**src/rtl/ctrl_unit_if.sv**
```systemverilog
// Memory and ALU bus between the accumulator-CPU sequencer and its
// byte memory / alu block. The sequencer side uses the master modport.
interface ctrl_unit_if;
    logic [7:0] mem_addr_o;
    logic [7:0] mem_rdata_i;
    logic [7:0] mem_wdata_o;
    logic       mem_we_o;
    logic [2:0] alu_func_o;
    logic [7:0] alu_a_imm_o;
    logic [7:0] alu_a_mem_o;
    logic [7:0] alu_b_o;
    logic [7:0] alu_result_i;
    logic       alu_fz_i;
    logic       alu_fc_i;

    modport master (
        output mem_addr_o, mem_wdata_o, mem_we_o,
        output alu_func_o, alu_a_imm_o, alu_a_mem_o, alu_b_o,
        input  mem_rdata_i, alu_result_i, alu_fz_i, alu_fc_i
    );

    modport slave (
        input  mem_addr_o, mem_wdata_o, mem_we_o,
        input  alu_func_o, alu_a_imm_o, alu_a_mem_o, alu_b_o,
        output mem_rdata_i, alu_result_i, alu_fz_i, alu_fc_i
    );
endinterface

```
**src/rtl/ctrl_unit.sv**
```systemverilog
// Fetch/decode/execute sequencer for the 8-bit accumulator CPU.
// Owns PC, ACC and the Z/C flags; fetches two-byte instructions from a
// synchronous-read byte memory and drives the external alu block.
module ctrl_unit (
    input  logic              clk_i,
    input  logic              rst_ni,
    ctrl_unit_if.master       bus,
    output logic [7:0]        acc_o,
    output logic [7:0]        pc_o,
    output logic              flag_z_o,
    output logic              flag_c_o,
    output logic              halted_o
);

    localparam logic [2:0] ST_F0   = 3'd0;
    localparam logic [2:0] ST_F1   = 3'd1;
    localparam logic [2:0] ST_F2   = 3'd2;
    localparam logic [2:0] ST_M0   = 3'd3;
    localparam logic [2:0] ST_M1   = 3'd4;
    localparam logic [2:0] ST_EX   = 3'd5;
    localparam logic [2:0] ST_HALT = 3'd6;

    localparam logic [3:0] CL_ALU = 4'h1;
    localparam logic [3:0] CL_LDA = 4'h2;
    localparam logic [3:0] CL_STA = 4'h3;
    localparam logic [3:0] CL_JMP = 4'h4;
    localparam logic [3:0] CL_JZ  = 4'h5;
    localparam logic [3:0] CL_JC  = 4'h6;
    localparam logic [3:0] CL_HLT = 4'h7;

    logic [2:0] r_state;
    logic [2:0] w_nextState;
    logic [7:0] r_pc;
    logic [7:0] r_acc;
    // Opcode bit 3 selects nothing, so only {op[7:4], op[2:0]} is kept.
    logic [6:0] r_opc;
    logic [7:0] r_arg;
    logic [7:0] r_mdr;
    logic       r_z;
    logic       r_c;

    logic [3:0] w_class;
    logic [2:0] w_func;
    logic       w_needsOperand;
    logic       w_isStore;

    assign w_class        = r_opc[6:3];
    assign w_func         = r_opc[2:0];
    assign w_needsOperand = ((w_class == CL_ALU) && (w_func != 3'b000)) || (w_class == CL_LDA);
    assign w_isStore      = (r_state == ST_EX) && (w_class == CL_STA);

    // Next-state selection; HALT only leaves through reset.
    always_comb begin
        w_nextState = r_state;
        case (r_state)
            ST_F0:   w_nextState = ST_F1;
            ST_F1:   w_nextState = ST_F2;
            ST_F2:   w_nextState = w_needsOperand ? ST_M0 : ST_EX;
            ST_M0:   w_nextState = ST_M1;
            ST_M1:   w_nextState = ST_EX;
            ST_EX:   w_nextState = (w_class == CL_HLT) ? ST_HALT : ST_F0;
            ST_HALT: w_nextState = ST_HALT;
            default: w_nextState = ST_F0;
        endcase
    end

    // State register plus all architectural and fetch registers.
    always_ff @(posedge clk_i or negedge rst_ni) begin
        if (!rst_ni) begin
            r_state <= ST_F0;
            r_pc    <= 8'h00;
            r_acc   <= 8'h00;
            r_opc   <= 7'h00;
            r_arg   <= 8'h00;
            r_mdr   <= 8'h00;
            r_z     <= 1'b0;
            r_c     <= 1'b0;
        end else begin
            r_state <= w_nextState;
            case (r_state)
                ST_F1: r_opc <= {bus.mem_rdata_i[7:4], bus.mem_rdata_i[2:0]};
                ST_F2: begin
                    r_arg <= bus.mem_rdata_i;
                    r_pc  <= r_pc + 8'd2;
                end
                ST_M1: r_mdr <= bus.mem_rdata_i;
                ST_EX: begin
                    case (w_class)
                        CL_ALU: begin
                            r_acc <= bus.alu_result_i;
                            r_z   <= bus.alu_fz_i;
                            r_c   <= bus.alu_fc_i;
                        end
                        CL_LDA: begin
                            r_acc <= r_mdr;
                            r_z   <= (r_mdr == 8'h00);
                        end
                        CL_JMP: r_pc <= r_arg;
                        CL_JZ:  if (r_z) r_pc <= r_arg;
                        CL_JC:  if (r_c) r_pc <= r_arg;
                        default: ;
                    endcase
                end
                default: ;
            endcase
        end
    end

    // Memory address: argument fetch, operand read and store override PC.
    always_comb begin
        bus.mem_addr_o = r_pc;
        if (r_state == ST_F1) begin
            bus.mem_addr_o = r_pc + 8'd1;
        end else if ((r_state == ST_M0) || w_isStore) begin
            bus.mem_addr_o = r_arg;
        end
    end

    assign bus.mem_we_o    = w_isStore;
    assign bus.mem_wdata_o = r_acc;
    assign bus.alu_func_o  = w_func;
    assign bus.alu_a_imm_o = r_arg;
    assign bus.alu_a_mem_o = r_mdr;
    assign bus.alu_b_o     = r_acc;

    assign acc_o    = r_acc;
    assign pc_o     = r_pc;
    assign flag_z_o = r_z;
    assign flag_c_o = r_c;
    assign halted_o = (r_state == ST_HALT);

endmodule

```
**src/flat_wrapper.sv**
```systemverilog
// flat-port wrapper written by rule: the top's interface ports become plain ports
module ctrl_unit_flat 
  (clk_i, rst_ni, acc_o, pc_o, flag_z_o, flag_c_o, halted_o, bus_mem_addr_o, bus_mem_wdata_o, bus_mem_we_o, bus_alu_func_o, bus_alu_a_imm_o, bus_alu_a_mem_o, bus_alu_b_o, bus_mem_rdata_i, bus_alu_result_i, bus_alu_fz_i, bus_alu_fc_i);
  ctrl_unit_if bus_i ();
  input  logic clk_i;
  input  logic rst_ni;
  output logic [7:0] acc_o;
  output logic [7:0] pc_o;
  output logic flag_z_o;
  output logic flag_c_o;
  output logic halted_o;
  output wire logic [$bits(bus_i.mem_addr_o)-1:0] bus_mem_addr_o;
  output wire logic [$bits(bus_i.mem_wdata_o)-1:0] bus_mem_wdata_o;
  output wire logic [$bits(bus_i.mem_we_o)-1:0] bus_mem_we_o;
  output wire logic [$bits(bus_i.alu_func_o)-1:0] bus_alu_func_o;
  output wire logic [$bits(bus_i.alu_a_imm_o)-1:0] bus_alu_a_imm_o;
  output wire logic [$bits(bus_i.alu_a_mem_o)-1:0] bus_alu_a_mem_o;
  output wire logic [$bits(bus_i.alu_b_o)-1:0] bus_alu_b_o;
  input wire logic [$bits(bus_i.mem_rdata_i)-1:0] bus_mem_rdata_i;
  input wire logic [$bits(bus_i.alu_result_i)-1:0] bus_alu_result_i;
  input wire logic [$bits(bus_i.alu_fz_i)-1:0] bus_alu_fz_i;
  input wire logic [$bits(bus_i.alu_fc_i)-1:0] bus_alu_fc_i;
  assign bus_mem_addr_o = bus_i.mem_addr_o;
  assign bus_mem_wdata_o = bus_i.mem_wdata_o;
  assign bus_mem_we_o = bus_i.mem_we_o;
  assign bus_alu_func_o = bus_i.alu_func_o;
  assign bus_alu_a_imm_o = bus_i.alu_a_imm_o;
  assign bus_alu_a_mem_o = bus_i.alu_a_mem_o;
  assign bus_alu_b_o = bus_i.alu_b_o;
  assign bus_i.mem_rdata_i = bus_mem_rdata_i;
  assign bus_i.alu_result_i = bus_alu_result_i;
  assign bus_i.alu_fz_i = bus_alu_fz_i;
  assign bus_i.alu_fc_i = bus_alu_fc_i;
  ctrl_unit u_core (.clk_i(clk_i), .rst_ni(rst_ni), .bus(bus_i), .acc_o(acc_o), .pc_o(pc_o), .flag_z_o(flag_z_o), .flag_c_o(flag_c_o), .halted_o(halted_o));
endmodule
```
**config.mk**
```make
export PLATFORM = sky130hd
export DESIGN_NAME = ctrl_unit_flat
export DESIGN_NICKNAME = d
export VERILOG_FILES = /design/src/rtl/ctrl_unit_if.sv /design/src/rtl/ctrl_unit.sv /design/src/flat_wrapper.sv
export SDC_FILE = /design/constraint.sdc
export NUM_CORES = 1
export LEC_CHECK = 0
export BUFFER_PORTS_ARGS = -buffer_cell sky130_fd_sc_hd__buf_2
export CORE_UTILIZATION = 55
export DETAILED_ROUTE_END_ITERATION = 8
export PLACE_DENSITY = 0.85
export SKIP_LAST_GASP = 1
export SLEW_MARGIN = 20
export SYNTH_ARGS = -nofsm -noshare
export SYNTH_HDL_FRONTEND = slang
export SYNTH_SLANG_ARGS = --single-unit
```
**constraint.sdc**
```tcl
create_clock -name clk_i -period 5.1 [get_ports clk_i]
set_input_delay 0 -clock clk_i [delete_from_list [all_inputs] [get_ports clk_i]]
set_output_delay 0 -clock clk_i [all_outputs]
set_load 0.01 [all_outputs]
```
Yosys cells after proc, flatten, opt, wreduce, memory -nomap -nowiden
Index checks and enable logic that the tools add are counted.
{ "classes": {"div": 0, "reduce_logical": 12, "mul": 0, "add_sub_neg": 2, "n_bitwise": 0, "eq_ne": 16, "shift": 0, "n_lt_le_gt_ge": 0, "n_mux": 11} }
{ "ops": {"columns": ["op", "count"], "rows": [
  ["8-bit two-way mux", 4],
  ["8-bit one-hot mux with 2 select lines", 2],
  ["8-bit one-hot mux with 3 select lines", 1],
  ["3-bit one-hot mux with 7 select lines", 1],
  ["4-bit by 3-bit == test with 1-bit output, second input constant", 4],
  ["3-bit == test, second input constant", 3],
  ["8-bit by 1-bit adder with 8-bit output, second input constant", 1],
  ["8-bit by 2-bit adder with 8-bit output, second input constant", 1],
  ["4-bit by 2-bit == test with 1-bit output, second input constant", 2],
  ["8-bit logical NOT", 1],
  ["3-bit by 2-bit == test with 1-bit output, second input constant", 2],
  ["3-bit two-way mux", 2],
  ["3-bit by 2-bit inequality test with 1-bit output, second input constant", 2],
  ["4-bit by 1-bit == test with 1-bit output, second input constant", 1],
  ["4-bit inequality test, second input constant", 1],
  ["2-bit AND reduction", 2],
  ["4-bit AND reduction", 1],
  ["2-bit nonzero test", 2],
  ["3-bit by 1-bit == test with 1-bit output, second input constant", 1],
  ["3-bit logical NOT", 1],
  ["3-bit nonzero test", 1],
  ["1-bit logical AND", 2],
  ["1-bit logical OR", 2],
  ["1-bit one-hot mux with 2 select lines", 1]
]} }
{ "word_totals": {"memories": 0, "input_bits": 20, "mem_bits_rw": 0, "wordCells": 49, "reg_bits": 44, "output_inout_bits": 63, "mem_bits_ro": 0, "latchBits": 0} }

Logic depth before layout (Yosys ltp)
{ "depth": {"depth_word": 5, "mapped_depth": 7, "mapped_depth_nobuf": 5} }

Worst setup path before layout
No wires, ideal clock.
{ "synth_path": {"path_kind": "register to register", "from": "reg u_core.r_opc[3]", "to": "reg u_core.r_pc[2], in the netlist u_core.pc_o[2]", "setup_slack_ns": 3.374, "synth_period_minus_slack_ns": 1.726, "required_ns": 4.975, "setup_time_ns": 0.125, "t_arrival_ns": 1.601, "path_buffers": 0, "stages_incl_launch_ff": 5, "path_cell_list": "dfrtp_1 > or4b_4 > o22ai_4 > a21oi_4 > mux2_4"} }
{ "synth_via": {"elab_chain_len": 3, "elab_cells_between_ends": 9, "cone_classes": "eq/ne: 6; mux: 2; reduce/logical: 1"} }
{ "synth_lines": {"columns": ["element", "line_no", "text"], "rows": [
  ["start, declared", "ctrl_unit.sv:36", "logic [6:0] r_opc;"],
  ["start signal, assigned", "ctrl_unit.sv:81", "ST_F1: r_opc <= {bus.mem_rdata_i[7:4], bus.mem_rdata_i[2:0]};"],
  ["4-bit by 3-bit == test with 1-bit output", "ctrl_unit.sv:88", "case (w_class)"],
  ["8-bit one-hot mux with 3 select lines, or another cell as far along", "ctrl_unit.sv:88", null],
  ["8-bit one-hot mux with 2 select lines / 4-bit AND reduction (equally long branches)", null, null],
  ["end signal, assigned", "ctrl_unit.sv:84", "r_pc <= r_pc + 8'd2;"],
  ["end signal, assigned", "ctrl_unit.sv:98", "CL_JMP: r_pc <= r_arg;"],
  ["end signal, assigned", "ctrl_unit.sv:99", "CL_JZ: if (r_z) r_pc <= r_arg;"],
  ["end, declared", "ctrl_unit.sv:33", "logic [7:0] r_pc;"]
]} }
Parallel ways exist; a longest one is shown, timed or not.
A chain may end at the register's enable or synchronous reset.

Worst setup path after layout
{ "layout_path": {"from": "reg u_core.r_state[0]", "to": "out bus_mem_addr_o[1]"} }
{ "layout_via": {"elab_chain_len": 5, "elab_cells_between_ends": 7, "cone_classes": "eq/ne: 3; mux: 2; reduce/logical: 2"} }
{ "layout_lines": {"columns": ["element", "line_no", "text"], "rows": [
  ["start, declared", "ctrl_unit.sv:31", "logic [2:0] r_state;"],
  ["start signal, assigned", "ctrl_unit.sv:79", "r_state <= w_nextState;"],
  ["3-bit == test", "ctrl_unit.sv:50", "assign w_isStore = (r_state == ST_EX) && (w_class == CL_STA);"],
  ["1-bit logical AND", "ctrl_unit.sv:50", null],
  ["1-bit logical OR", "ctrl_unit.sv:114", "end else if ((r_state == ST_M0) || w_isStore) begin"],
  ["8-bit two-way mux", "ctrl_unit.sv:114", null],
  ["8-bit two-way mux (*)", "ctrl_unit.sv:112", "if (r_state == ST_F1) begin"],
  ["end, declared", "flat_wrapper.sv:12", "output wire logic [$bits(bus_i.mem_addr_o)-1:0] bus_mem_addr_o;"]
]} }
Mark *: on every way between the ends. The rest lies on a longest branch, timed or not.

==> results.json <==
{
  "avgSynthCellArea_um2": 9.64,
  "drt_iter0_markers": 161,
  "layout_setup_ws_ns": 2.68,
  "cts_resized": 0,
  "rows": 24,
  "synth_cell_type_count": 55,
  "antenna_cells": 0,
  "cts_tree": "yes",
  "synth_cells": 268,
  "final-hold-violation-count": 0,
  "htree_num_levels": 2,
  "initial_utilization_pct": 58.1,
  "ys_warn_count": 0,
  "p_per_area_nw_per_um2": 704,
  "cp-start-kind": "flip-flop",
  "hold_start": "bus_alu_result_i[6]",
  "switching_share_pct": 47.0,
  "total_power_w": 0.00219,
  "p_comb_share_pct": 52.8,
  "die_height_um": 70.5,
  "antenna_found_initial": 0,
  "status": "finished with violations",
  "worstMarginPinSlew_ns": 1.02,
  "fill_cells": 336,
  "viasPerCell": 5.87,
  "overflow": 0,
  "ff2ff_path_depth": 4,
  "finalWirelength_um": 6840,
  "hold_class": "in -> reg",
  "post-route-min-period_ns": 2.42,
  "pre_cts_ws_ns": 2.94,
  "finalClockSkew_ns": 0.00841,
  "drcViolationCount": 10,
  "top_layer_used": "met4",
  "drtPass1Iterations": 6,
  "p_clk_share_pct": 10.5,
  "r2r_start": "u_core.r_state[0]$_DFF_PN0_",
  "fin_setup_tns_ns": 0,
  "cp_max_fo": 17,
  "drv_cap": 0,
  "p_int_w": 0.00116,
  "ios": 83,
  "coreArea_um2": 4440,
  "grt_pass1_wl_um": 11100,
  "r2r-end": "u_core.pc_o[2]$_DFFE_PN0P_",
  "grt_pass1_vias": 2267,
  "sequentialPowerShare_pct": 36.8,
  "clkLatencyLatePin_ns": 0.30,
  "synth-seq-cells": 44,
  "dp_hpwl_um": 4470,
  "setup_viol": 0,
  "synth_edf_count": 0,
  "drt-met1-wl_um": 2850,
  "worstHoldEndpoint": "u_core.acc_o[6]$_DFFE_PN0P_",
  "reg2reg_slack_ns": 2.99,
  "grt.total_usage_pct": 28.7,
  "rsz0062_at_grt": "false",
  "synthArstFlopShare_pct": 100,
  "die_area_um2": 4980,
  "critPathKind": "reg -> out",
  "wl_met3_um": 334,
  "cts.sinks": 44,
  "hold_depth": 3,
  "clkTransAtPathRegs_ns": 0.08,
  "required_ns": 5.10,
  "final_core_util_pct": 69.9,
  "detail-route-antenna-nets": 0,
  "final_max_slew_viol_count": 0,
  "whs_ns": 0.0117,
  "vdd_drop_max_mv": 0.423,
  "fmax_mhz": 414,
  "num_vias": 2300,
  "wl_met2_um": 3530,
  "grt_max_degree": 45,
  "worstPathArrival_ns": 2.42,
  "cts_max_path_buffers": 2,
  "synth_area_um2": 2580,
  "static-leakage-power_nw": 1.45,
  "port-buffer-count": 82,
  "syn_nets": 290,
  "power.switching_w": 0.00103,
  "timing.slew.headroom_pct": 31.8,
  "routabilityCongestion": 0.883,
  "drive_gt1_share_pct": 35.0,
  "nNetsFinal": 361,
  "cts_root_buf": "clkbuf_8",
  "die_w_um": 70.5,
  "seq_area_frac_synth_pct": 42.6,
  "synth_flop_cell": "dfrtp_1",
  "cts-buffers-inserted": 5,
  "cts_setup_buffers": 0,
  "area_growth_syn_to_layout_pct": 20.2,
  "fin_crit_sh_pct": 47.4,
  "endpoint_kind": "output pin",
  "failed_checks": "DRC",
  "routedWlPerCell_um": 17.4
}
placed cells by master, fill, tap and decap left out, types with 2 or more instances in the layout:
cell / n
buf_2: 82
dfrtp_1: 44
nand2_1: 40
mux2_2: 18
o21ai_0: 17
dlygate4sd3_1: 15
nor2_1: 12
nand3_1: 11
mux2i_1: 9
a21oi_1: 6
a2bb2oi_1: 6
clkbuf_8: 6
and3_1: 5
a211oi_1: 4
a31oi_1: 4
nor3_1: 3
nand4_1: 3
o31ai_1: 3
inv_1: 3
nor2b_1: 3
and4_1: 2
o21ai_1: 2
nand2b_1: 2
a21o_1: 2
a211o_1: 2
a221oi_1: 2
nor4_1: 2
ha_1: 2
buf_4: 2
Yosys cell counts (2+ instances only):
library cell | n | area share [%]
nand2b_1 | 2 | 0.48
buf_4 | 19 | 5.5
and4_1 | 2 | 0.68
dfrtp_1 | 44 | 43
a211o_1 | 2 | 0.68
nand2_1 | 40 | 5.8
a31oi_1 | 4 | 0.97
inv_1 | 3 | 0.44
a2bb2oi_1 | 6 | 2.0
nor2_1 | 12 | 1.7
o31ai_1 | 3 | 0.87
clkbuf_1 | 9 | 1.3
nor3_1 | 3 | 0.58
a21o_1 | 2 | 0.58
nor4_1 | 2 | 0.48
a21oi_1 | 6 | 1.2
and3_1 | 5 | 1.2
ha_1 | 2 | 0.97
nor2b_1 | 3 | 0.73
mux2_2 | 18 | 7.8
mux2i_1 | 9 | 3.5
nand3_1 | 11 | 2.1
buf_2 | 6 | 1.2
o21ai_0 | 17 | 3.3
nand4_1 | 3 | 0.73
a221oi_1 | 2 | 0.68
a211oi_1 | 4 | 1.2
o21ai_1 | 2 | 0.39
power by group through the flow:
stage | Combinational, W | Sequential, W | Clock (W)
floorplan | 0.000841 | 0.000746 | 0
global placement | 0.00109 | 0.000787 | 0
detailed placement | 0.00112 | 0.000797 | 0
CTS | 0.00113 | 0.000791 | 0.000228
global route | 0.00125 | 0.000840 | 0.000246
finish | 0.00115 | 0.000804 | 0.000229
worst max-delay path, stage by stage, from the launching register on:
cell,delay (ns)
dfrtp_1,0.64
nor3b_2,0.91
nor2_1,0.09
a221o_1,0.34
buf_2,0.15
kinds of logic after synthesis:
family,after synthesis,synth area share (%)
AND/OR/NAND/NOR,94,18.3
AO/OA/AOI/OAI,60,17.1
flip-flops,44,42.6
buffers and inverters,39,8.76
multiplexers,28,11.9
adder cells (fa/ha/maj),2,0.968
XOR/XNOR,1,0.339
flip-flops by register name, summed over array words and instances (netlist names):
name / count
u_core.acc_o: 8
u_core.bus.alu_a_imm_o: 8
u_core.flag_z_o: 1
u_core.flag_c_o: 1
u_core.pc_o: 8
u_core.r_opc: 7
u_core.bus.alu_a_mem_o: 8
u_core.r_state: 3
metrics by stage:
| stage | cell area [um^2] | std cells |
|---|---|---|
| after floorplan | 2580 | 268 |
| after global placement | 2860 | 368 |
| after detailed placement | 2860 | 368 |
| after CTS | 3100 | 391 |
| after global routing | 3110 | 392 |
| final | 3110 | 392 |
layer usage:
layer | track usage [%] | up-vias
li1 | - | 1087
met1 | 35.4 | 1111
met2 | 51.9 | 88
met3 | 4.70 | 14
met4 | 8.67 | 0
met5 | 0 | -
cell type report:
| type | count | area, um^2 | share of cell area [%] |
|---|---|---|---|
| clock buffers | 7 | 86.3 | 2.78 |
| clock inverters | 1 | 7.51 | 0.242 |
| inverters | 4 | 15.0 | 0.483 |
| multi-input cells | 185 | 1260 | 40.4 |
| flip-flops and latches | 44 | 1100 | 35.4 |
| well taps | 52 | 65.1 | 2.09 |
| repair buffers | 99 | 576 | 18.5 |
repair_timing:
item | 4_1_cts | 5_1_grt
hold buffers | 15 | 0
setup endpoints to repair | 0 | 0
hold endpoints to repair | 73 | 0
worst max path at each step:
stage | from | endpoint | slack [ns] | depth (start not counted)
floorplan | u_core.r_opc[3]$_DFFE_PN0P_ | u_core.pc_o[2]$_DFFE_PN0P_ | 3.37 | 4
global placement | u_core.r_state[0]$_DFF_PN0_ | u_core.flag_z_o$_DFFE_PN0P_ | 3.05 | 3
detailed placement | u_core.r_state[0]$_DFF_PN0_ | u_core.acc_o[5]$_DFFE_PN0P_ | 2.94 | 4
CTS | u_core.r_state[0]$_DFF_PN0_ | bus_mem_addr_o[1] | 2.75 | 4
global route | u_core.r_state[0]$_DFF_PN0_ | bus_mem_addr_o[1] | 2.59 | 4
finish | u_core.r_state[0]$_DFF_PN0_ | bus_mem_addr_o[1] | 2.68 | 4
Note: power is estimated with default switching activity, not from simulation.
